### src/rtl/shot_timer_pkg.sv
// ============================================================================
//  Module      : shot_timer_pkg
//  Description : Shared state type and default constants for the shot-clock
//                timer controller and its prescaler.
//  Revision    : 1.0 - initial release
// ============================================================================
`default_nettype none

package shot_timer_pkg;

   // Controller states; explicit 3-bit encoding keeps the register width fixed
   typedef enum logic [2:0] {
      ST_IDLE    = 3'd0,
      ST_LOAD    = 3'd1,
      ST_RUN     = 3'd2,
      ST_PAUSE   = 3'd3,
      ST_EXPIRED = 3'd4
   } state_t;

   // One-second tick at a 50 MHz system clock
   localparam int unsigned C_TICK_DIV_DEF  = 50_000_000;

   // Default shot limit of 30 seconds, two BCD digits {tens,ones}
   localparam logic [7:0]  C_LIMIT_BCD_DEF = 8'h30;

endpackage : shot_timer_pkg

`default_nettype wire

### src/rtl/shot_timer_ctrl_tick_gen.sv
// ============================================================================
//  Module      : tick_gen
//  Description : Prescaler for the shot timer. Counts 0..TICK_DIV-1 while
//                run is high, holds while run is low, clears on clear, and
//                flags the terminal count with a one-cycle tick.
//  Revision    : 1.0 - initial release
// ============================================================================
`default_nettype none

module tick_gen #(
   parameter int unsigned TICK_DIV = 4
) (
   input  logic clk,
   input  logic resetN,
   input  logic clear,
   input  logic run,
   output logic tick
);

   localparam int unsigned      C_W    = (TICK_DIV > 1) ? $clog2(TICK_DIV) : 1;
   localparam logic [C_W-1:0]   C_LAST = C_W'(TICK_DIV - 1);

   logic [C_W-1:0] r_cnt;
   logic           w_last;

   assign w_last = (r_cnt == C_LAST);

   // Prescale counter: clear wins, advance only while running, otherwise hold
   always_ff @(posedge clk or negedge resetN) begin
      if (!resetN) begin
         r_cnt <= '0;
      end else if (clear) begin
         r_cnt <= '0;
      end else if (run) begin
         r_cnt <= w_last ? '0 : r_cnt + C_W'(1);
      end
   end

   // Tick only marks a terminal count that is actually being consumed
   assign tick = run && w_last;

endmodule : tick_gen

`default_nettype wire

### src/rtl/shot_timer_ctrl.sv
// ============================================================================
//  Module      : shot_timer_ctrl
//  Description : Shot-clock controller. Sequences two external BCD up
//                counters (ones/tens) through load, run, pause and expiry,
//                generating the per-second count enable from a prescaler.
//                Optional build macro SHOT_TIMER_BLINK_EN makes blink flash
//                with a TICK_DIV period while expired; otherwise blink simply
//                follows expired.
//  Revision    : 1.0 - initial release
// ============================================================================
`default_nettype none

module shot_timer_ctrl
   import shot_timer_pkg::*;
#(
   parameter int unsigned TICK_DIV  = C_TICK_DIV_DEF,
   parameter logic [7:0]  LIMIT_BCD = C_LIMIT_BCD_DEF
) (
   input  logic       clk,
   input  logic       resetN,
   input  logic       start,
   input  logic       pause,
   input  logic       restart,
   input  logic [3:0] ones,
   input  logic [3:0] tens,
   output logic       loadN,
   output logic       tick_en,
   output logic       running,
   output logic       expired,
   output logic       blink
);

   state_t r_state;
   state_t w_state_nxt;

   logic   w_tick;
   logic   w_at_limit;
   logic   w_pre_clear;
   logic   w_pre_run;

   logic   r_loadN;
   logic   r_tick_en;
   logic   r_running;
   logic   r_expired;

   assign w_at_limit  = ({tens, ones} == LIMIT_BCD);
   assign w_pre_clear = (r_state == ST_LOAD);
   assign w_pre_run   = (r_state == ST_RUN);

   tick_gen #(
      .TICK_DIV (TICK_DIV)
   ) u_tick_gen (
      .clk    (clk),
      .resetN (resetN),
      .clear  (w_pre_clear),
      .run    (w_pre_run),
      .tick   (w_tick)
   );

   // Next-state decode: restart overrides everything, expiry beats pause in RUN
   always_comb begin
      w_state_nxt = r_state;
      if (restart) begin
         w_state_nxt = ST_LOAD;
      end else begin
         case (r_state)
            ST_IDLE:    if (start)           w_state_nxt = ST_LOAD;
            ST_LOAD:                         w_state_nxt = ST_RUN;
            ST_RUN: begin
               if (w_at_limit)               w_state_nxt = ST_EXPIRED;
               else if (pause)               w_state_nxt = ST_PAUSE;
            end
            ST_PAUSE:   if (start && !pause) w_state_nxt = ST_RUN;
            ST_EXPIRED:                      w_state_nxt = ST_EXPIRED;
            default:                         w_state_nxt = ST_IDLE;
         endcase
      end
   end

   // State register with registered decodes so no output sees an input combinationally
   always_ff @(posedge clk or negedge resetN) begin
      if (!resetN) begin
         r_state   <= ST_IDLE;
         r_loadN   <= 1'b1;
         r_tick_en <= 1'b0;
         r_running <= 1'b0;
         r_expired <= 1'b0;
      end else begin
         r_state   <= w_state_nxt;
         r_loadN   <= (w_state_nxt != ST_LOAD);
         r_tick_en <= w_tick && (r_state == ST_RUN) && !w_at_limit;
         r_running <= (w_state_nxt == ST_RUN);
         r_expired <= (w_state_nxt == ST_EXPIRED);
      end
   end

   assign loadN   = r_loadN;
   assign tick_en = r_tick_en;
   assign running = r_running;
   assign expired = r_expired;

`ifdef SHOT_TIMER_BLINK_EN
   localparam int unsigned        C_HALF    = TICK_DIV / 2;
   localparam int unsigned        C_BW      = (C_HALF > 1) ? $clog2(C_HALF) : 1;
   localparam logic [C_BW-1:0]    C_HLAST   = C_BW'(C_HALF - 1);

   logic [C_BW-1:0] r_blink_cnt;
   logic            r_blink;

   // Flash generator: lit on expiry entry, toggles every half tick period, dark otherwise
   always_ff @(posedge clk or negedge resetN) begin
      if (!resetN) begin
         r_blink_cnt <= '0;
         r_blink     <= 1'b0;
      end else if (w_state_nxt != ST_EXPIRED) begin
         r_blink_cnt <= '0;
         r_blink     <= 1'b0;
      end else if (r_state != ST_EXPIRED) begin
         r_blink_cnt <= '0;
         r_blink     <= 1'b1;
      end else if (r_blink_cnt == C_HLAST) begin
         r_blink_cnt <= '0;
         r_blink     <= ~r_blink;
      end else begin
         r_blink_cnt <= r_blink_cnt + C_BW'(1);
      end
   end

   assign blink = r_blink;
`else
   assign blink = r_expired;
`endif

endmodule : shot_timer_ctrl

`default_nettype wire

### config.mk
export PLATFORM = sky130hd
export DESIGN_NAME = shot_timer_ctrl
export DESIGN_NICKNAME = d
export VERILOG_FILES = /design/src/rtl/shot_timer_pkg.sv /design/src/rtl/shot_timer_ctrl_tick_gen.sv /design/src/rtl/shot_timer_ctrl.sv
export SDC_FILE = /design/constraint.sdc
export NUM_CORES = 1
export LEC_CHECK = 0
export CELL_PAD_IN_SITES_DETAIL_PLACEMENT = 1
export CELL_PAD_IN_SITES_GLOBAL_PLACEMENT = 1
export CORE_MARGIN = 2
export CORE_UTILIZATION = 39
export CTS_CLUSTER_DIAMETER = 60
export DETAILED_ROUTE_END_ITERATION = 10
export PLACE_DENSITY_LB_ADDON = 0.1
export SLEW_MARGIN = 20
export SYNTH_ARGS = -nofsm -noshare
export SYNTH_HDL_FRONTEND = slang
export SYNTH_SLANG_ARGS = --single-unit
export TNS_END_PERCENT = 50
### constraint.sdc
create_clock -name clk -period 2.1 [get_ports clk]
set_clock_uncertainty 0.15 [all_clocks]
set_input_delay 0.42 -clock clk [delete_from_list [all_inputs] [get_ports clk]]
set_output_delay 0.42 -clock clk [all_outputs]
set_load 0.02 [all_outputs]
After elaboration in Yosys (flattened, before gate mapping) --
Cells that the tools add are included.
Storage, ports and cells: register bits after elaboration 33, output and inout bits 5, logic and storage cells 33
Cells by class: $add $sub $neg 1, eq/ne operators 9, multiplexer cells 9, reductions and logical operators 8
Operators by type and width (number):
- two-way mux 26 bit | 3
- adder 26 x 1 -> 26 bit, second input constant | 1
- == test 26 bit, second input constant | 1
- two-way mux 3 bit | 5
- one-hot mux 3 bit (5 select lines) | 1
- == test 3 x 2 -> 1 bit, second input constant | 3
- == test 8 x 6 -> 1 bit, second input constant | 1
- == test 3 bit, second input constant | 2
- logical AND 1 bit | 4
- == test 3 x 1 -> 1 bit, second input constant | 1
- zero test 3 bit | 1
- != test 3 x 1 -> 1 bit, second input constant | 1
- zero test 1 bit | 2
- nonzero test 2 bit | 1

Logic depth before layout (Yosys ltp) --
Gate-level depths: netlist of the first run.
depth after elaboration 6, depth in mapped cells 7, mapped depth without buffers 6

Modules after synthesis --
A second synthesis of the first run with hierarchy kept.
Unflattened totals: cell total of the unflattened synthesis 204, area, all modules 1906.8 µm²
By module, submodules not included:
- tick_gen | instances 1, cells each 173, area an instance 1551.5 µm², sequential area each 650.6 µm²
- shot_timer_ctrl | instances 1, cells each 31, area an instance 355.3 µm², sequential area each 176.4 µm²

Least setup slack after synthesis of the first run --
Ideal clock, no wire load.
path type register to register, start point reg u_tick_gen.r_cnt[10], end point reg u_tick_gen.r_cnt[1], arrival time 1.776 ns, required time 1.829 ns, setup slack 0.053 ns, cell stages (with the launch flop) 6, period minus slack after synthesis 2.047 ns, cell sequence dfrtp_1 or4b_4 nor4_4 a31oi_1 buf_2 a22o_1
On the way: cells in the longest elaborated chain, start to end 4
Ends and longest elaborated chain:
- start, declared | line shot_timer_ctrl_tick_gen.sv:23 | logic [C_W-1:0] r_cnt;
- start signal, assigned | line shot_timer_ctrl_tick_gen.sv:35 | r_cnt <= w_last ? '0 : r_cnt + C_W'(1);
- == test 26 bit | line shot_timer_ctrl_tick_gen.sv:26 | assign w_last = (r_cnt == C_LAST);
- two-way mux 26 bit | line shot_timer_ctrl_tick_gen.sv:35
- two-way mux 26 bit | line shot_timer_ctrl_tick_gen.sv:34 | end else if (run) begin
- two-way mux 26 bit | line shot_timer_ctrl_tick_gen.sv:32 | end else if (clear) begin
No other way between the ends. The select of a mux whose other input is x is not followed. A chain may end at the register's enable or synchronous reset.

Worst setup path after layout of the first run --
start point reg u_tick_gen.r_cnt[10], end point reg u_tick_gen.r_cnt[13]
On the way: cells in the longest elaborated chain, start to end 4
Ends and longest elaborated chain (line):
- adder 26 x 1 -> 26 bit / == test 26 bit (equally long branches) | shot_timer_ctrl_tick_gen.sv:35, shot_timer_ctrl_tick_gen.sv:26
- two-way mux 26 bit * | shot_timer_ctrl_tick_gen.sv:35
- two-way mux 26 bit * | shot_timer_ctrl_tick_gen.sv:34
- two-way mux 26 bit * | shot_timer_ctrl_tick_gen.sv:32
Every way passes the cells marked *; elsewhere a longest branch is shown, timed or not. The select of a mux whose other input is x is not followed.

==> results.json, run 1 <==
{
  "outcome": "complete, no violations",
  "synth_edf_count": 0,
  "ys_ff_latch": 33,
  "antenna_found_initial": 0,
  "wire_per_inst_um": 18.02,
  "hold_viol": 0,
  "async_flop_share_pct": 100.0,
  "worstHoldPathType": "flop to flop",
  "worstPathRequired_ps": 2140,
  "crit_path_top_delay_cell": "or4b_4",
  "avgViaCountPerCell": 5.905,
  "p_leak_nw": 1.017,
  "cts-root-buf": "clkbuf_8",
  "die_x_um": 73.26,
  "n_antenna_cell": 0,
  "final-setup-viol-count": 0,
  "critPathMaxFanout": 7,
  "core-area_um2": 4661,
  "multi_input_area_um2": 1005,
  "relSlewSlack_pct": 66.27,
  "track_usage_pct": 22.56,
  "cts-buffers-inserted": 5,
  "syn_to_final_growth_pct": 27.29,
  "hpwl_um": 4081,
  "synth_area_leader_cell": "dfrtp_1",
  "syn-num-nets": 222,
  "start_kind": "flop",
  "p_per_area_nw_per_um2": 567.0,
  "drtIter0Drc": 62,
  "drv_cap": 0,
  "place.gp.congestion": 0.9090,
  "dieArea_um2": 5366,
  "postCtsHoldBufs": 0,
  "cp.arrival_ps": 2070,
  "grt_max_degree": 34,
  "max_freq_mhz": 493.1,
  "finalCritPeriodShare_pct": 96.57,
  "ios": 18,
  "std_cell_rows": 25,
  "htreeDepth": 2,
  "rsz0062_at_grt": "yes",
  "fin_nets": 265,
  "vias": 1807,
  "grt_util_met3_pct": 5.213,
  "seqCellArea_um2": 827.0,
  "port-buffer-count": 17,
  "busiest_layer": "met2",
  "period_minus_slack_ps": 2028,
  "cts_tree": "built",
  "overflow": 0,
  "yosysSeqAreaShare_pct": 44.21,
  "grt_use_met2_pct": 38.74,
  "finalWirelength_um": 5513,
  "ir_drop_mv": 0.3792,
  "drc": 0,
  "cp_slowest_stage_delay_ps": 560,
  "crit_family": "simple AND/OR/NAND/NOR gates",
  "worstSkewPairLatency_ps": 300,
  "grt_pass1_wl_um": 9128,
  "worstSetupPathType": "flop to flop",
  "yosysTopAreaCellShare_pct": 42.81,
  "synth.distinct_cells": 46,
  "end_kind": "flop",
  "holdPathStages": 1,
  "path_clk_slew_ps": 70,
  "timing.final.max_slew_violations": 0,
  "fp.dieH_um": 73.26,
  "drtAntennaViolNets": 0,
  "fillers": 560,
  "clock-sinks": 33,
  "netlist_instances": 208,
  "r2r_cells": 5,
  "holdWs_ps": 333.7,
  "synth_ff_type": "dfrtp_1",
  "grt_pass1_vias": 1909,
  "fin_tns_setup_ps": 0,
  "firstDrtPassIters": 4,
  "grtUsageMet1_pct": 26.98,
  "path_cells": "or4b_4 > nor4_4 > a41o_2 > o2bb2ai_2 > a32o_1",
  "cp.buffers_inverters": 0,
  "syn_area_per_cell_um2": 8.993,
  "path_depth": 5,
  "worst_pin_slew_ps": 504.0,
  "instances_no_fill": 306,
  "drive_gt1_share_pct": 18.25,
  "place_inst": 298,
  "initial_core_util_pct": 40.13,
  "ys_top_cells_by_area": "dfrtp_1 43%, nor2_1 5.0%, nand2_1 3.6%, nand3_1 3.5%, a31oi_1 3.0%",
  "syn_area_um2": 1871,
  "synth_warnings": 0,
  "clockBufferDepth": 2
}
[report_power, final]
group / switching, W / total [W] / internal [W]
logic: 0.000111 / 0.000200 / 0.0000897
clock network: 0.000259 / 0.000488 / 0.000229
registers: 0.0000130 / 0.000662 / 0.000649
total: 0.000383 / 0.00135 / 0.000967
[Yosys cell counts, types with 2 or more instances]
master / number
dfrtp_1: 32
nor2_1: 25
nand2_1: 18
nand3_1: 13
a21oi_1: 11
o21ai_0: 11
a31oi_1: 9
nand4_1: 9
nor3_1: 9
inv_1: 8
xnor2_1: 6
xor2_1: 6
and3_1: 4
a41oi_1: 3
buf_2: 3
clkbuf_1: 3
nor4_1: 3
and2_1: 2
nand4b_1: 2
nor3b_1: 2
nor4_4: 2
or3_1: 2
or4_1: 2
[through the flow]
stage,util [%],setup WS (ps),area [um2],total power [W]
after global routing,51.09,-29.61,2381,0.001407
after global placement,48.70,25.49,2270,0.0008650
final,51.09,72.03,2381,0.001350
after CTS,50.55,17.05,2356,0.001363
after detailed placement,48.70,-20.03,2270,0.0008720
after floorplan,-,53.29,1871,0.0007606
[worst reg2reg max path: cells and delay by family, from the launching register on]
family / cells / cell delay [ps]
AOI/OAI and AO/OA: 3 / 620
DFF: 1 / 390
and+or+nand+nor: 2 / 760
[routing by layer]
metal / wire (um) / vias up
met3: 171 / 11
met5: 0 / -
met1: 2455 / 907
met2: 2770 / 38
li1: - / 851
met4: 115 / 0
[area by class of cell]
cell class / count / area share [%]
multi-input combinational: 160 / 42.20
sequential: 33 / 34.73
timing repair buffer: 43 / 15.34
clock buffer: 5 / 2.890
tap: 54 / 2.838
inverter: 8 / 1.261
clock inverter: 3 / 0.7357
[sequential cells by signal, indices dropped and copies added (netlist names)]
register          cells
running               1
u_tick_gen.r_cnt     26
r_state               3
tick_en               1
blink                 1
loadN                 1
[repair_timing]
item | in CTS | in global routing
pin swaps | 2 | 1
setup endpoints to repair | 3 | 14
buffers inserted | 0 | 0
resized for setup | 0 | 4
[logic make-up after synthesis]
kind of cell / Yosys count / synth area share [%]
AOI/OAI and AO/OA: 45 / 15.12
xor gates and xnor gates: 12 / 5.619
adders and majority gates: 1 / 0.6688
buffers and inverters: 15 / 3.411
DFF: 33 / 44.21
and+or+nand+nor: 102 / 30.97
[worst paths after layout]
kind	from	end	slack, ps
setup / recovery	u_tick_gen.r_cnt[10]	u_tick_gen.r_cnt[13]	70
hold / removal	u_tick_gen.r_cnt[21]	u_tick_gen.r_cnt[21]	330
setup reg to reg	u_tick_gen.r_cnt[10]	u_tick_gen.r_cnt[13]	70
hold reg to reg	u_tick_gen.r_cnt[21]	u_tick_gen.r_cnt[21]	330
max in group asynchronous	resetN	loadN	1060
min in group asynchronous	resetN	u_tick_gen.r_cnt[3]	390
[placed cells by master, fill, tap and decap left out, drive strengths merged, types with 2 or more instances in the layout]
cell type	netlist	layout
nand2	18	18
nand4b	2	2
xor2	6	6
or3	2	2
nor3b	2	2
o21ai	12	12
a41oi	3	3
xnor2	6	6
dfrtp	32	32
clkinv	0	2
nand3	13	13
clkbuf	3	5
a31oi	9	9
nor3	9	9
inv	8	8
nor2	25	25
and3	4	4
nand4	10	10
or4	2	2
and2	2	2
buf	4	26
nor4	6	6
a21oi	11	11
clkdlybuf4s50	0	17
Note: power is estimated with default switching activity, not from simulation.
==> inputs of run 2 (changes only) <==
--- a/config.mk
+++ b/config.mk
@@ -7,9 +7,9 @@
 export LEC_CHECK = 0
 export CELL_PAD_IN_SITES_DETAIL_PLACEMENT = 1
 export CELL_PAD_IN_SITES_GLOBAL_PLACEMENT = 1
-export CORE_MARGIN = 2
+export CORE_MARGIN = 4
 export CORE_UTILIZATION = 39
-export CTS_CLUSTER_DIAMETER = 60
+export CTS_CLUSTER_DIAMETER = 30
 export DETAILED_ROUTE_END_ITERATION = 10
 export PLACE_DENSITY_LB_ADDON = 0.1
 export SLEW_MARGIN = 20
==> run 2 against run 1 <==
Against the previous run: non-clock buffer count down 2; sequential cell count stayed put; routed wire length down 0.15%; critical path depth rose by 1; design area shrank 1.0%; first-iteration DRC count grew 9.7%; sequential power is essentially flat; worst setup slack improved by 38 ps; die area up 11%.
==> results.json, run 2 (synthesized netlist as in run 1, its figures left out) <==
{
  "hpwl_um": 4187,
  "largest_register_ffs": 26,
  "largest-register": "u_tick_gen.r_cnt",
  "worstSkewPairLatency_ps": 280,
  "cp_slowest_stage_delay_ps": 560,
  "die_x_um": 77.26,
  "place.gp.congestion": 0.8462,
  "path_clk_slew_ps": 60,
  "grt_max_degree": 34,
  "grt_pass1_wl_um": 9577,
  "start_kind": "flop",
  "drtIter0Drc": 68,
  "crit_family": "simple AND/OR/NAND/NOR gates",
  "worstHoldPathType": "flop to flop",
  "fin_nets": 263,
  "critPathMostFrequentCell": "a31oi_1",
  "reg2reg_from": "u_tick_gen.r_cnt[10]",
  "path_cells": "or4b_4 > nor4_4 > a31oi_1 > buf_4 > a41oi_1 > a31oi_1",
  "n_antenna_cell": 0,
  "critPathLaunch": "u_tick_gen.r_cnt[10]",
  "grt_pass1_vias": 1952,
  "ios": 18,
  "worstSetupPathType": "flop to flop",
  "cts-root-buf": "clkbuf_8",
  "relSlewSlack_pct": 70.63,
  "worst_pin_slew_ps": 438.9,
  "seqCellArea_um2": 827.0,
  "finalWirelength_um": 5505,
  "power_w": 0.001337,
  "drv_cap": 0,
  "wire_per_inst_um": 18.29,
  "cp.arrival_ps": 1990,
  "reg_top3": "u_tick_gen.r_cnt (26), r_state (3)",
  "final_cell_mix": "32 x dfrtp_1, 24 x buf_4, 23 x nor2_1",
  "fp.dieH_um": 77.26,
  "period_minus_slack_ps": 1990,
  "core-area_um2": 4504,
  "std_cell_rows": 24,
  "cts-buffers-inserted": 5,
  "worstPathRequired_ps": 2100,
  "final_common_cell": "dfrtp_1",
  "syn_to_final_growth_pct": 26.02,
  "dieArea_um2": 5968,
  "final_cell_area_um2": 2357,
  "drc": 0,
  "critPathMaxFanout": 12,
  "track_usage_pct": 19.87,
  "p_per_area_nw_per_um2": 567.2,
  "htreeDepth": 2,
  "max_freq_mhz": 502.6,
  "fillers": 534,
  "hold_viol": 0,
  "finalCritPeriodShare_pct": 94.74,
  "ir_drop_mv": 0.2903,
  "clock-sinks": 33,
  "firstDrtPassIters": 4,
  "final-setup-viol-count": 0,
  "place_area_um2": 2252,
  "port-buffer-count": 17,
  "vias": 1811,
  "cp.buffers_inverters": 1,
  "cts_tree": "built",
  "initial_core_util_pct": 41.53,
  "clockBufferDepth": 2,
  "worstHoldStart": "u_tick_gen.r_cnt[21]",
  "multi_input_area_um2": 998.5,
  "antenna_found_initial": 0,
  "p_leak_nw": 0.9834,
  "overflow": 0,
  "crit_path_top_delay_cell": "or4b_4",
  "timing.final.max_slew_violations": 0,
  "drive_gt1_share_pct": 17.27,
  "drtAntennaViolNets": 0,
  "outcome": "complete, no violations",
  "end_kind": "flop",
  "avgViaCountPerCell": 6.017
}
==> run 2: power by group <==
group          switching [W]  total [W]  internal (W)
combinational       0.000111   0.000196     0.0000844
clock               0.000219   0.000479      0.000260
sequential         0.0000130   0.000662      0.000649
==> run 2: worst paths after layout <==
kind | slack, ps | cells past startpoint | end
min | 340 | 1 | u_tick_gen.r_cnt[21]
max | 110 | 6 | u_tick_gen.r_cnt[18]
max reg2reg | 110 | 6 | u_tick_gen.r_cnt[18]
min in group asynchronous | 400 | 2 | u_tick_gen.r_cnt[5]
max in group asynchronous | 1070 | 2 | loadN
min reg2reg | 340 | 1 | u_tick_gen.r_cnt[21]
==> run 2: cell type report <==
cell class                      instances  share of cell area (%)
Tap cell                               52                   2.760
Multi-Input combinational cell        160                   42.36
Timing Repair Buffer                   41                   14.86
Sequential cell                        33                   35.08
Inverter                                8                   1.274
Clock buffer                            7                   3.662
==> run 2: layer usage <==
layer	part of all wire, %	routed length, um	vias up	track usage (%)
met5	0	0	-	0
met2	50	2755	34	32.64
met4	1.3	70	0	6.228
li1	-	-	844	-
met3	2.9	160	7	4.333
met1	46	2518	926	25.97
==> run 2: metrics by stage <==
stage / std cells / setup TNS, ps / hold WS [ps] / util (%) / worst slack [ps]
floorplan: 208 / 0 / -25.59 / - / 53.29
detailed placement: 294 / 0 / 335.0 / 50.00 / 8.746
global placement: 294 / 0 / 311.9 / 50.00 / 57.38
finish: 301 / 0 / 344.3 / 52.33 / 110.4
CTS: 301 / 0 / 344.6 / 51.92 / 63.37
global route: 301 / -11.45 / 366.4 / 52.33 / -8.009
==> run 2: repair_timing <==
action                                  in CTS  in global routing
gates resized for setup                      0                  5
endpoints found under the hold margin        0                  0
endpoints found under the setup margin       2                 15
hold buffers                                 0                  0
buffers inserted                             0                  0
pin swaps                                    1                  0
==> edit, RTL diff (config.mk and constraints of run 1) <==
Change the package constant `C_TICK_DIV_DEF` from 50_000_000 to 25_000_000.
--- a/src/rtl/shot_timer_pkg.sv
+++ b/src/rtl/shot_timer_pkg.sv
@@ -18,7 +18,7 @@
    } state_t;
 
    // One-second tick at a 50 MHz system clock
-   localparam int unsigned C_TICK_DIV_DEF  = 50_000_000;
+   localparam int unsigned C_TICK_DIV_DEF  = 25_000_000;
 
    // Default shot limit of 30 seconds, two BCD digits {tens,ones}
    localparam logic [7:0]  C_LIMIT_BCD_DEF = 8'h30;
Formal check against the unedited RTL: no difference found for any inputs over 10 cycles, from zero or initial values and one cycle with resetN low; that may be too few to reach the edited logic, so the function may still have changed.
==> edit against run 1 <==
  * Synthesized cell count shrank 7.7%
  * Critical path depth grew 1
  * Routed wire length shrank 12%
  * Synthesized area shrank 5.8%
  * Final area down 7.2%
  * Core utilization down 0.34 points
  * Sequential share of layout area rose by 1.6 points
  * Setup slack better by 0.042 ns
  * Sequential cell count is 1 lower
  * Power up 5.3%
  * Sequential power is 0.9% lower
  * Critical endpoint is now u_tick_gen.r_cnt[11]
==> edit: results <==
{
  "status": "finished clean",
  "gp_congestion": 0.828,
  "synth_area_leaders": "dfrtp_1 44%, a31oi_1 8.2%, nand2_1 6.0%",
  "yosys-top-cells-count": "31 x dfrtp_1, 28 x nand2_1, 23 x a31oi_1",
  "drc": 0,
  "routed_via_density": 5.87,
  "crit_required_ns": 2.12,
  "tightest_slew_ns": 0.421,
  "antenna_cells": 0,
  "first_global_vias": 1738,
  "grt_pass1_wl_mm": 8.35,
  "ys_types": 39,
  "synthArstFlopShare": 1.00,
  "dp.cells": 267,
  "pre_cts_ws_ns": -0.120,
  "synth_flop_cell": "dfrtp_1",
  "reg2reg_setup_slack_ns": 0.11,
  "synth_fp_nets": 206,
  "drive_gt1_frac": 0.157,
  "firstDrtPassIters": 5,
  "holdPathStages": 1,
  "netlist_instances": 192,
  "layout.nets": 236,
  "num-fill-cells": 510,
  "grt_start_max_net_pins": 33,
  "leakagePower_nw": 0.953,
  "dp_hpwl_mm": 3.48,
  "reg.largest.list": "u_tick_gen.r_cnt: 25 flops, r_state: 3 flops",
  "drt_iter0_markers": 86,
  "fmax_ghz": 0.504,
  "port_buffers": 17,
  "r2r_cells": 6,
  "antenna_found_initial": 0,
  "worstReg2RegStart": "u_tick_gen.r_cnt[17]",
  "r2r-end": "u_tick_gen.r_cnt[11]",
  "grt_usage": 0.210,
  "irDropWorstVdd_mv": 0.277,
  "crit_fanout": 27,
  "startpoint": "u_tick_gen.r_cnt[17]",
  "final_cells": 275,
  "yosysSeqAreaShare": 0.455,
  "drt_wl_total_mm": 4.84,
  "postCtsSetupRepairBufs": 0
}
edit: changes by cell type after synthesis, moves of 6 or more:
cell     before  now
a31oi_1       9   23
nand2_1      18   28
nor2_1       25   16
nand3_1      13    7
nor3_1        9    3
xor2_1        6    0
edit: worst max-delay path: stages (launching register included):
cell and delay [ns]:
dfrtp_1 0.39, or4b_4 0.55, nor4_4 0.21, a21boi_2 0.12, buf_12 0.17, a41oi_1 0.21
a31oi_1 0.06
edit: kinds of logic (layout without fill, tap and decap cells):
logic type      count (synthesis)  in the layout  share of synthesized area
simple gates                   86             86                      0.273
compound gates                 56             56                      0.201
flops                          32             32                      0.455
buf+inv                        12             43                     0.0369
xor+xnor                        3              3                     0.0149
mux                             2              2                     0.0121
fa+ha+maj                       1              1                    0.00710
edit: where the power goes:
group	internal, mW	switching, mW
registers	0.637	0.0186
logic	0.0957	0.130
clock network	0.299	0.240
edit: layer usage:
layer  share of wire  wire (um)  GRT usage  up-vias
li1                -          -          -      785
met1            0.47       2280      0.277      808
met2            0.50       2430      0.349       16
met3           0.020         98     0.0436        4
met4          0.0060         29     0.0608        0
met5               0          0          0        -
edit: layout make-up:
type                       instances  share of cell area
clock buffer                       8              0.0453
inverter                           3             0.00510
multi-input combinational        148               0.422
sequential                        32               0.363
tap                               52              0.0294
timing repair buffer              32               0.135
edit: how the worst min path moves through the flow:
stage | from | end | slack (ns)
finish | u_tick_gen.r_cnt[22] | u_tick_gen.r_cnt[22] | 0.36
global route | u_tick_gen.r_cnt[14] | u_tick_gen.r_cnt[14] | 0.38
CTS | u_tick_gen.r_cnt[22] | u_tick_gen.r_cnt[22] | 0.36
detailed placement | u_tick_gen.r_cnt[5] | u_tick_gen.r_cnt[5] | 0.35
global placement | u_tick_gen.r_cnt[14] | u_tick_gen.r_cnt[14] | 0.34
floorplan | resetN | blink | -0.03
edit: per-stage QoR:
step / area [um^2] / hold WS [ns]
floorplan: 1760 / -0.0256
global placement: 2070 / 0.338
detailed placement: 2070 / 0.349
CTS: 2170 / 0.361
global route: 2210 / 0.383
finish: 2210 / 0.361
